--- config.mk ---
export PLATFORM = sky130hd
export DESIGN_NAME = display_sched_flat
export DESIGN_NICKNAME = d
export VERILOG_FILES = /design/src/rtl/display_sched_pkg.sv /design/src/rtl/display_sched_if.sv /design/src/rtl/display_sched_rr_arb2.sv /design/src/rtl/display_sched.sv /design/src/flat_wrapper.sv
export SDC_FILE = /design/constraint.sdc
export NUM_CORES = 1
export LEC_CHECK = 0
export CAP_MARGIN = 20
export CORE_ASPECT_RATIO = 1.25
export CORE_MARGIN = 10
export CORE_UTILIZATION = 45
export CTS_BUF_LIST = sky130_fd_sc_hd__clkbuf_4
export CTS_CLUSTER_DIAMETER = 120
export CTS_CLUSTER_SIZE = 10
export DETAILED_ROUTE_END_ITERATION = 10
export GPL_TIMING_DRIVEN = 1
export PLACE_DENSITY_LB_ADDON = 0.08
export SLEW_MARGIN = 20
export SYNTH_ARGS = -nofsm -noshare
export SYNTH_HDL_FRONTEND = slang
export SYNTH_SLANG_ARGS = --single-unit
--- constraint.sdc ---
create_clock -name clk -period 2.5 [get_ports clk]
set_input_delay 0.625 -clock clk [delete_from_list [all_inputs] [get_ports clk]]
set_output_delay 0.625 -clock clk [all_outputs]
set_load 0.01 [all_outputs]
--- src/rtl/display_sched_pkg.sv ---
// ---------------------------------------------------------------------------
// display_pkg
// Shared constants and types for the display scheduler slice:
//   - digit count / digit width / frame width of the serial display
//   - request bus address width and the blink-mask register addresses
//   - write-request bundle produced by the arbitration mux
// ---------------------------------------------------------------------------
package display_pkg;

  localparam int DIGITS  = 9;
  localparam int DIGIT_W = 8;
  localparam int FRAME_W = DIGITS * DIGIT_W;
  localparam int ADDR_W  = 4;
  localparam int FCNT_W  = 3;

  // Control addresses above the digit range.
  localparam logic [ADDR_W-1:0] ADDR_BLINK_LO = 4'd9;
  localparam logic [ADDR_W-1:0] ADDR_BLINK_HI = 4'd10;

  // Single write selected by the arbiter for the current cycle.
  typedef struct packed {
    logic               vld;
    logic [ADDR_W-1:0]  addr;
    logic [DIGIT_W-1:0] data;
  } wr_req_t;

endpackage

--- src/rtl/display_sched_if.sv ---
// ---------------------------------------------------------------------------
// display_sched_if
// Two-requester write bus into the display scheduler.
//   a_valid/a_addr/a_data : requester A write request (held until a_ready)
//   a_ready               : grant to A; transfer = a_valid & a_ready
//   b_*                   : identical signals for requester B
// Modports:
//   master : requester side (drives valid/addr/data, sees ready)
//   slave  : scheduler side (sees valid/addr/data, drives ready)
// ---------------------------------------------------------------------------
interface display_sched_if;
  import display_pkg::*;

  logic               a_valid;
  logic [ADDR_W-1:0]  a_addr;
  logic [DIGIT_W-1:0] a_data;
  logic               a_ready;

  logic               b_valid;
  logic [ADDR_W-1:0]  b_addr;
  logic [DIGIT_W-1:0] b_data;
  logic               b_ready;

  modport master (
    output a_valid, a_addr, a_data,
    output b_valid, b_addr, b_data,
    input  a_ready, b_ready
  );

  modport slave (
    input  a_valid, a_addr, a_data,
    input  b_valid, b_addr, b_data,
    output a_ready, b_ready
  );

endinterface

--- src/rtl/display_sched_rr_arb2.sv ---
// ---------------------------------------------------------------------------
// rr_arb2
// Two-requester round-robin arbiter.
//   clk     : clock
//   rst_n   : asynchronous active-low reset
//   i_valid : request vector, bit 0 = A, bit 1 = B
//   o_grant : one-hot (or zero) grant vector, combinational from i_valid
//             and the last-grant register
// A lone request is always granted. When both request, the requester that
// did not win the previous transfer is granted. Because a grant is only
// ever issued to a valid requester, every grant is a transfer, so the
// last-grant register moves only when some grant is issued. It resets to
// B so that A wins the first contested cycle.
// ---------------------------------------------------------------------------
module rr_arb2 (
  input  logic       clk,
  input  logic       rst_n,
  input  logic [1:0] i_valid,
  output logic [1:0] o_grant
);

  logic r_last_b;
  logic w_gnt_a;
  logic w_gnt_b;

  always_comb begin
    w_gnt_a = i_valid[0] & (~i_valid[1] | r_last_b);
    w_gnt_b = i_valid[1] & (~i_valid[0] | ~r_last_b);
  end

  assign o_grant = {w_gnt_b, w_gnt_a};

  always_ff @(posedge clk or negedge rst_n) begin
    if (!rst_n) begin
      r_last_b <= 1'b1;
    end else if (w_gnt_a | w_gnt_b) begin
      r_last_b <= w_gnt_b;
    end
  end

endmodule

--- src/rtl/display_sched.sv ---
// ---------------------------------------------------------------------------
// display_sched
// Double-buffered frame scheduler for a serial 7-segment display shifter.
// Two requesters write digits into a shadow buffer through a round-robin
// arbiter; once per refresh period the shadow is copied into the active
// frame that drives the shifter, so the shifter never sees a frame change
// in the middle of a shift.
//
// Parameters:
//   REFRESH_BITS : refresh timer width; commit period = 2^REFRESH_BITS cycles
//   DIGITS       : number of 8-bit digits (7 segments + DP)
// Ports:
//   clk          : sole clock, rising edge
//   rst_n        : asynchronous active-low reset
//   bus          : display_sched_if.slave write bus (requesters A and B)
//   display_bits : active frame, digit d at bits [8d+7:8d]
//   frame_tick   : one-cycle pulse in the first cycle of each new frame
//   o_frame_cnt  : 3-bit count of commits, wrapping 7->0
// Configuration:
//   DISPLAY_SCHED_BLINK_EN : when defined, adds a per-digit blink mask
//   (addr 9 -> mask[7:0], addr 10 -> mask[8] from data[0]). Masked digits
//   are blanked in commits taken while frame counter bit 2 is set.
//   When undefined, addr 9/10 writes are accepted and ignored.
// ---------------------------------------------------------------------------
module display_sched
  import display_pkg::*;
#(
  parameter int REFRESH_BITS = 17,
  parameter int DIGITS       = display_pkg::DIGITS
) (
  input  logic                        clk,
  input  logic                        rst_n,
  display_sched_if.slave              bus,
  output logic [DIGITS*DIGIT_W-1:0]   display_bits,
  output logic                        frame_tick,
  output logic [FCNT_W-1:0]           o_frame_cnt
);

  localparam int FW = DIGITS * DIGIT_W;

  // -------------------------------------------------------------------------
  // Arbitration and write mux
  // -------------------------------------------------------------------------
  logic [1:0] w_grant;
  wr_req_t    w_wr;

  rr_arb2 u_arb (
    .clk     (clk),
    .rst_n   (rst_n),
    .i_valid ({bus.b_valid, bus.a_valid}),
    .o_grant (w_grant)
  );

  assign bus.a_ready = w_grant[0];
  assign bus.b_ready = w_grant[1];

  always_comb begin
    w_wr.vld  = |w_grant;
    w_wr.addr = w_grant[1] ? bus.b_addr : bus.a_addr;
    w_wr.data = w_grant[1] ? bus.b_data : bus.a_data;
  end

  // -------------------------------------------------------------------------
  // Refresh timer: the all-ones cycle is the commit (terminal) cycle
  // -------------------------------------------------------------------------
  logic [REFRESH_BITS-1:0] r_timer;
  logic                    w_terminal;

  assign w_terminal = &r_timer;

  always_ff @(posedge clk or negedge rst_n) begin
    if (!rst_n) begin
      r_timer <= '0;
    end else begin
      r_timer <= r_timer + REFRESH_BITS'(1);
    end
  end

  // -------------------------------------------------------------------------
  // Blink mask (optional) and commit transform
  // -------------------------------------------------------------------------
  logic [FCNT_W-1:0] r_fcnt;
  logic [FW-1:0]     r_shadow;
  logic [FW-1:0]     r_active;
  logic              r_tick;
  logic [FW-1:0]     w_commit;

`ifdef DISPLAY_SCHED_BLINK_EN
  logic [DIGITS-1:0] r_mask;

  // Blank masked digits when the blink phase is set.
  function automatic logic [FW-1:0] f_commit(
    input logic [FW-1:0]     shadow,
    input logic [DIGITS-1:0] mask,
    input logic              blank
  );
    logic [FW-1:0] f_frame;
    f_frame = shadow;
    for (int d = 0; d < DIGITS; d++) begin
      if (blank && mask[d]) begin
        f_frame[d*DIGIT_W +: DIGIT_W] = '0;
      end
    end
    return f_frame;
  endfunction

  always_ff @(posedge clk or negedge rst_n) begin
    if (!rst_n) begin
      r_mask <= '0;
    end else if (w_wr.vld) begin
      for (int d = 0; d < DIGITS; d++) begin
        if (d < 8 && w_wr.addr == ADDR_BLINK_LO) begin
          r_mask[d] <= w_wr.data[d % DIGIT_W];
        end
        if (d == 8 && w_wr.addr == ADDR_BLINK_HI) begin
          r_mask[d] <= w_wr.data[0];
        end
      end
    end
  end

  // Phase comes from the frame counter before this commit's increment:
  // four visible frames, then four blanked frames.
  assign w_commit = f_commit(r_shadow, r_mask, r_fcnt[FCNT_W-1]);
`else
  assign w_commit = r_shadow;
`endif

  // -------------------------------------------------------------------------
  // Shadow buffer, active frame, frame tick and frame counter
  // -------------------------------------------------------------------------
  always_ff @(posedge clk or negedge rst_n) begin
    if (!rst_n) begin
      r_shadow <= '0;
      r_active <= '0;
      r_tick   <= 1'b0;
      r_fcnt   <= '0;
    end else begin
      // Commit samples the shadow as it was at the start of the terminal
      // cycle; a write in that same cycle only reaches the shadow.
      if (w_terminal) begin
        r_active <= w_commit;
        r_fcnt   <= r_fcnt + FCNT_W'(1);
      end
      r_tick <= w_terminal;

      // Addresses beyond the digit range never match here, so control
      // and unused addresses are accepted without touching the shadow.
      if (w_wr.vld) begin
        for (int d = 0; d < DIGITS; d++) begin
          if (w_wr.addr == ADDR_W'(d)) begin
            r_shadow[d*DIGIT_W +: DIGIT_W] <= w_wr.data;
          end
        end
      end
    end
  end

  assign display_bits = r_active;
  assign frame_tick   = r_tick;
  assign o_frame_cnt  = r_fcnt;

endmodule

--- src/flat_wrapper.sv ---
// flat-port wrapper written by rule: the top's interface ports become plain ports
module display_sched_flat import display_pkg::*;
#(
  parameter int REFRESH_BITS = 17,
  parameter int DIGITS       = display_pkg::DIGITS
)
  (clk, rst_n, display_bits, frame_tick, o_frame_cnt, bus_a_valid, bus_a_addr, bus_a_data, bus_b_valid, bus_b_addr, bus_b_data, bus_a_ready, bus_b_ready);
  display_sched_if bus_i ();
  input  logic clk;
  input  logic rst_n;
  output logic [DIGITS*DIGIT_W-1:0] display_bits;
  output logic frame_tick;
  output logic [FCNT_W-1:0] o_frame_cnt;
  input wire logic [$bits(bus_i.a_valid)-1:0] bus_a_valid;
  input wire logic [$bits(bus_i.a_addr)-1:0] bus_a_addr;
  input wire logic [$bits(bus_i.a_data)-1:0] bus_a_data;
  input wire logic [$bits(bus_i.b_valid)-1:0] bus_b_valid;
  input wire logic [$bits(bus_i.b_addr)-1:0] bus_b_addr;
  input wire logic [$bits(bus_i.b_data)-1:0] bus_b_data;
  output wire logic [$bits(bus_i.a_ready)-1:0] bus_a_ready;
  output wire logic [$bits(bus_i.b_ready)-1:0] bus_b_ready;
  assign bus_i.a_valid = bus_a_valid;
  assign bus_i.a_addr = bus_a_addr;
  assign bus_i.a_data = bus_a_data;
  assign bus_i.b_valid = bus_b_valid;
  assign bus_i.b_addr = bus_b_addr;
  assign bus_i.b_data = bus_b_data;
  assign bus_a_ready = bus_i.a_ready;
  assign bus_b_ready = bus_i.b_ready;
  display_sched #(.REFRESH_BITS(REFRESH_BITS), .DIGITS(DIGITS)) u_core (.clk(clk), .rst_n(rst_n), .bus(bus_i), .display_bits(display_bits), .frame_tick(frame_tick), .o_frame_cnt(o_frame_cnt));
endmodule
### Word level (Yosys, flattened, before mapping)

Cells that the tools add are included.

* bits in registers: 166
* logic and storage cells: 46
* input bits: 28
* output and inout bits: 78

* bitwise operators: 8
* reductions and logical operators: 12
* muxes and demuxes: 2
* equal/unequal tests: 8
* add/sub/neg operators: 2

Operator list (count)
* 2-bit AND reduction: 9
* 17-bit by 1-bit adder with 17-bit output, second input constant: 1
* 17-bit AND reduction: 1
* 4-bit by 3-bit equality test with 1-bit output, second input constant: 4
* 4-bit by 2-bit equality test with 1-bit output, second input constant: 2
* 8-bit 2-to-1 mux: 1
* 4-bit by 1-bit equality test with 1-bit output, second input constant: 1
* 4-bit equality test, second input constant: 1
* 4-bit logical NOT: 1
* 4-bit 2-to-1 mux: 1
* 3-bit by 1-bit adder with 3-bit output, second input constant: 1
* 1-bit NOT: 3
* 1-bit bitwise OR: 3
* 1-bit bitwise AND: 2
* 2-bit OR reduction: 1

### Longest topological paths before layout

* depth after elaboration: 6
* gate-level depth with buffers: 9
* depth with buffers taken out: 8

### Modules after synthesis

From an unflattened synthesis, not the netlist that was laid out.

* cell total of the unflattened synthesis: 411
* area, all modules: 6575.1 um^2

Modules (own cells, without submodules)
* display_sched: area an instance 6506.2 um^2, times used 1, cells each 403
* rr_arb2: area an instance 68.8 um^2, times used 1, cells each 8

### Least setup slack after synthesis

No wires, ideal clock.

* kind: register -> register
* start: reg u_core.r_timer[0]
* end: reg u_core.r_active[0], in the netlist u_core.display_bits[0]
* path slack: -20 ps
* arrival time: 2396 ps
* required time: 2375 ps
* path buffers: 2
* stages on the path, launching flop included: 10
* cells stage by stage: dfrtp_1 ha_1 and3_1 and3_1 nand2_1 nor3_1 ha_1 clkbuf_1 clkbuf_1 mux2_2

* cells in the longest elaborated chain, start to end: 1

RTL lines
* start, declared: line display_sched.sv:66 `logic [REFRESH_BITS-1:0] r_timer;`
* start signal, assigned: line display_sched.sv:75 `r_timer <= r_timer + REFRESH_BITS'(1);`
* 17-bit AND reduction: line display_sched.sv:69 `assign w_terminal = &r_timer;`
* named net u_core.w_terminal: line display_sched.sv:67 `logic w_terminal;`
* end signal, assigned: line display_sched.sv:142 `r_active <= w_commit;`
* end, declared: line display_sched.sv:84 `logic [FW-1:0] r_active;`

The timed path passes the listed nets, and every way through them passes these cells.
A chain may end at the register's enable or synchronous reset.

### Worst setup path after layout

* start: in bus_b_valid
* end: out bus_a_ready

* cells in the longest elaborated chain, start to end: 3

RTL lines
* start, declared: line flat_wrapper.sv:17 `input wire logic [$bits(bus_i.b_valid)-1:0] bus_b_valid;`
* 1-bit NOT: line display_sched_rr_arb2.sv:27 `w_gnt_a = i_valid[0] & (~i_valid[1] | r_last_b);`
* 1-bit bitwise OR: line display_sched_rr_arb2.sv:27
* 1-bit bitwise AND: line display_sched_rr_arb2.sv:27
* end, declared: line flat_wrapper.sv:20 `output wire logic [$bits(bus_i.a_ready)-1:0] bus_a_ready;`

Every way passes these cells.

==> impl_metrics.toml <==
[global_route]
grt_pass1_wl_mm = 23.39
grt_pass1_vias = 4173
track_usage_pct = 15.42
grt_busiest_layer = "met2"
met2_usage_pct = 25.83
gr-usage-met3_pct = 4.583
grt_max_degree = 45
antenna_found_initial = 1
overflow = 0
use_met1_pct = 18.24

[timing]
fin_crit_sh_pct = 97.16
tightest_slew_ns = 0.8438
finClkSkew_ns = 0.01464
final_period_minus_worst_setup_slack_ns = 2.429
max_freq_mhz = 411.7
rsz0062_at_grt = "false"
fin_hold_ws_ns = 0.4768
final-setup-viol-count = 0
max-slew-margin-rel_pct = 43.75
drv_slew = 0
hold_viol_final = 0

[logic_synthesis]
ys.flop_type = "dfrtp_1"
async_reset_ff_share_pct = 100.0
synthTopCellsByCount = "dfrtp_1 (165), mux2_2 (153), xnor2_1 (10), clkbuf_1 (8)"
syn-mean-instance-area_um2 = 16.56
synth_cell_types = 29
seq_area_frac_synth_pct = 63.87
netlist.area_leader.share_pct = 63.46
synthCells = 393
syn_nets = 424
synth_edf_count = 0
synthesis.area_um2 = 6506
synth_top_area_cell = "dfrtp_1"
ys_seq_elements = 166
yosysMostFrequentCell = "dfrtp_1"
yosys-top-cells-area = "dfrtp_1 (63%), mux2_2 (26%), xnor2_1 (1.3%), nor4b_4 (1.1%), xor2_1 (0.81%)"
yosysWarnings = 0

[critical_path]
crit_path_top_delay_cell = "clkdlybuf4s50_1"
required_ns = 1.88
startpoint_type = "input pin"
arrival_ns = 1.80
cp_cell_sequence = "clkdlybuf4s50_1 > buf_4 > nand2b_1 > buf_4 > and2_1 > clkdlybuf4s15_1"
path_max_fanout = 2
path_common_cell = "buf_4"
crit_type = "input pin to output port"
cpPeakStageDelay_ns = 0.48
endpoint_kind = "output port"
crit_family = "buffers and inverters"
worst-path-buf-inv = 4

[cts]
clkTransAtPathRegs_ns = 0.12
ctsRootBufferMaster = "clkbuf_4"
clk_latency_ns = 0.56
cts_buffers = 17
clk_path_buf_depth = 2
cts.sinks = 166
htree_levels = 4
cts_tree = "yes"

[run]
max_cap_violations = 0

[cells_and_area]
nets = 572
area_growth_pct = 27.75
fillers = 1176
fin_area_um2 = 8312
drive_gt1_share_pct = 41.59

[run_status]
status = "complete, no violations"

[detailed_routing]
vias = 3769
drtIter0Drc = 209
drc = 0
routed_wl_mm = 14.33
drt.antenna.violating_nets = 0
viasPerCell = 5.149
wl_per_cell_um = 19.58
drtPass1Iterations = 4

[floorplan]
core-area_um2 = 14290
std_cell_rows = 49
die_y_um = 154.4
fp.dieW_um = 127.6
ios = 106
start_util_pct = 45.55
die-area_um2 = 19700

[power]
leakage_uw = 0.003842
p_per_area_nw_per_um2 = 663.0
peakVddDrop_mv = 0.3071

[placement]
dp_hpwl_mm = 10.03
io_buffers = 105
placed_area_um2 = 8059
gp_congestion = 0.7091

[hold_path]
hold_path_class = "register to register"
## path summary, 6_finish.rpt
check / from / endpoint / slack [ns] / cells past startpoint
max: bus_b_valid / bus_a_ready / 0.07 / 6
min: u_core.r_timer[10]$_DFF_PN0_ / u_core.r_timer[10]$_DFF_PN0_ / 0.48 / 1
max reg2reg: u_core.r_timer[0]$_DFF_PN0_ / u_core.display_bits[10]$_DFFE_PN0P_ / 0.20 / 8
min reg2reg: u_core.r_timer[10]$_DFF_PN0_ / u_core.r_timer[10]$_DFF_PN0_ / 0.48 / 1
max in group asynchronous: rst_n / u_core.r_shadow[56]$_DFFE_PN0P_ / 1.28 / 3
min in group asynchronous: rst_n / u_core.r_shadow[17]$_DFFE_PN0P_ / 0.56 / 2
## placed cells by master, fill, tap and decap left out, types with 6 or more instances in the layout
cell / instances
nand2_1: 6
xor2_1: 6
clkdlybuf4s50_1: 102
buf_4: 25
mux2_2: 153
xnor2_1: 10
clkbuf_4: 21
dfrtp_1: 165
buf_12: 6
## metal layers
layer | routed length, um | share of wire [%]
met3 | 653 | 4.6
met2 | 7407 | 52
met4 | 221 | 1.5
met5 | 0 | 0
met1 | 6051 | 42
## kinds of logic after synthesis
kind of cell | count (synthesis) | synth area share (%)
DFF | 166 | 63.87
muxes | 157 | 27.50
and+or+nand+nor | 34 | 4.481
xor gates and xnor gates | 16 | 2.154
buffers and inverters | 13 | 0.7691
AOI/OAI and AO/OA | 4 | 0.6538
adders and majority gates | 3 | 0.5770
## per-stage QoR
| step | power, uW | setup TNS, ns | instances | util [%] | setup WS (ns) |
|---|---|---|---|---|---|
| 2_1_floorplan | 3911 | -1.016 | 393 | - | -0.02032 |
| 3_5_place_dp | 4272 | -19.22 | 697 | 56.42 | -0.3960 |
| 6_report | 5511 | 0 | 732 | 58.19 | 0.07088 |
| 5_1_grt | 5829 | 0 | 732 | 58.19 | 0.007500 |
| 4_1_cts | 5589 | 0 | 731 | 58.12 | 0.02258 |
| 3_3_place_gp | 4214 | -16.47 | 697 | 56.42 | -0.2892 |
## state kept, by name, summed over array words and instances (netlist names)
signal,cells
u_core.u_arb.r_last_b,1
u_core.frame_tick,1
u_core.r_timer,17
u_core.o_frame_cnt,3
u_core.r_shadow,72
u_core.display_bits,72
## power breakdown
| part | total, uW | switching (uW) | leakage, uW | internal [uW] |
|---|---|---|---|---|
| registers | 3410 | 242 | 0.00217 | 3170 |
| clock network | 1300 | 882 | 0.000122 | 420 |
| logic | 796 | 307 | 0.00155 | 490 |
## area by class of cell
| class | count | area (um^2) | share of cell area, % |
|---|---|---|---|
| multi-input combinational | 214 | 2318 | 27.89 |
| sequential | 166 | 4155 | 49.99 |
| timing repair buffer | 138 | 1380 | 16.60 |
| tap | 178 | 222.7 | 2.680 |
| clock inverter | 10 | 60.06 | 0.7226 |
| antenna | 1 | 2.502 | 0.03011 |
| clock buffer | 21 | 157.7 | 1.897 |
| inverter | 4 | 15.01 | 0.1806 |
## what timing repair did
action | in CTS | in global routing
gates resized for setup | 3 | 2
hold buffers | 1 | 0
endpoints found under the hold margin | 39 | 0
setup endpoints to repair | 2 | 66
buffers inserted | 2 | 0
(Power assumes the default switching activity.)
==> RTL change: new RTL, same flow settings <==
`REFRESH_BITS` is set to 17 in 2 places; all go to 25.
--- a/src/rtl/display_sched.sv
+++ b/src/rtl/display_sched.sv
@@ -26,5 +26,5 @@
   import display_pkg::*;
 #(
-  parameter int REFRESH_BITS = 17,
+  parameter int REFRESH_BITS = 25,
   parameter int DIGITS       = display_pkg::DIGITS
 ) (
--- a/src/flat_wrapper.sv
+++ b/src/flat_wrapper.sv
@@ -2,5 +2,5 @@
 module display_sched_flat import display_pkg::*;
 #(
-  parameter int REFRESH_BITS = 17,
+  parameter int REFRESH_BITS = 25,
   parameter int DIGITS       = display_pkg::DIGITS
 )
Check against the original RTL: no difference found for any inputs over 10 cycles, from zero or initial values and one cycle with rst_n low; that may be too few to reach the edited logic, so the function may still have changed.
==> RTL change against the unedited design <==
  * Sequential cell count up 8
  * Largest power group unchanged
  * Cell count up 5.7%
  * Worst setup slack worse by 3.3 ps
  * Global-route usage grew 0.20 points
  * Area after synthesis rose by 6.3%
  * Power is 9.7% higher
  * Final area grew 5.1%
  * Routed wire length increased by 6.5%
  * Highest routed layer unchanged
==> RTL change: results (changes against the unedited design) <==
[power]
comb_power_share=0.127  ; -0.018
power.static_leakage_nw=4.04  ; +5.2%
vdd_drop_max_v=0.000383  ; +25%
switching_fraction_of_total_power=0.243  ; -0.0161

[clocking]
cts_setup_buffers=0  ; -2
path_clk_slew_ps=140  ; +20 ps

[global_routing]
grt_util_met3=0.0483  ; +0.00243
grt_use_met2=0.257  ; -0.000976
pin_count_of_the_biggest_net_entering_global_routing=50  ; +11%
grt.total_usage=0.156  ; +0.00202
globalRouteMet1Util=0.193  ; +0.0101
grt_first_pass_wirelength_um=24700  ; +5.5%

[setup_path]
endpoint_of_the_most_critical_register_to_register_path=u_core.display_bits[14]$_DFFE_PN0P_
critical_path.max_fanout=5  ; +3
worst-r2r-cell-count=6  ; -2
critPathCapture=bus_b_ready

[logic_synthesis]
synth_adder_area_share=0.00362  ; -0.00215
synth-compound-area-share=0.00506  ; -0.00147
synthMuxAreaShare=0.257  ; -0.0178
netlist_instances=443  ; +13%
post_synth_main_area_contributors=dfrtp_1 63%, mux2_2 25%, xnor2_1 2.3%, nand4_1 1.2%, buf_2 0.94%
synthesis.nets=473  ; +12%

[sta]
clock-skew-final_ps=17.6  ; +2.93 ps
tightestPinTransition_ps=484  ; -360 ps
max_freq_mhz=411  ; -0.14%

[routing]
wl_met1_um=6730  ; +11%
drt-initial-drc-count=163  ; -22%
wl_met3_um=811  ; +24%
detail_routed_via_count_per_cell=5.29  ; +2.8%
detail_route.wl_per_cell_um=19.7  ; +0.76%

[finish]
final_net_count=609  ; +6.5%
drive_above_1_share=0.367  ; -0.0487

[hold_path]
timing.hold.worst_endpoint=u_core.o_frame_cnt[2]$_DFFE_PN0P_

[outcome]
status=complete, no violations

[placed_design]
finalWeightedCongestion=0.862  ; +22%
detailed_place_hpwl_um=10600  ; +5.5%
placed_cells_incl_taps=741  ; +6.3%

RTL change: cell types whose count changed in the layout (fill, tap and decap cells not counted), moves of 4 or more:
cell	delta
nand3_1	+10
dfrtp_1	+8
nand4_1	+8
xnor2_1	+8
buf_4	-6
bufinv_16	+4
RTL change: area by class of cell:
type                            instances  area [um^2]
Antenna cell                            1         2.50
Clock buffer                           19          143
Clock inverter                         12          169
Fill cell                            1257         6280
Inverter                                5         18.8
Multi-Input combinational cell        249         2480
Sequential cell                       174         4360
Tap cell                              182          228
Timing Repair Buffer                  132         1340
RTL change: cells by family after synthesis:
family                     Yosys count
adders and majority gates            2
muxes                              158
and+or+nand+nor                     60
buffers and inverters               20
xor gates and xnor gates            25
DFF                                174
AOI/OAI and AO/OA                    4
RTL change: metrics by stage:
step / instance area, um^2 / setup TNS, ps / hold WS [ps]
after floorplan: 6920 / 0 / 329
after global placement: 8410 / -17310 / 457
after detailed placement: 8410 / -20880 / 469
after CTS: 8730 / 0 / 492
after global routing: 8740 / 0 / 499
final: 8740 / 0 / 486
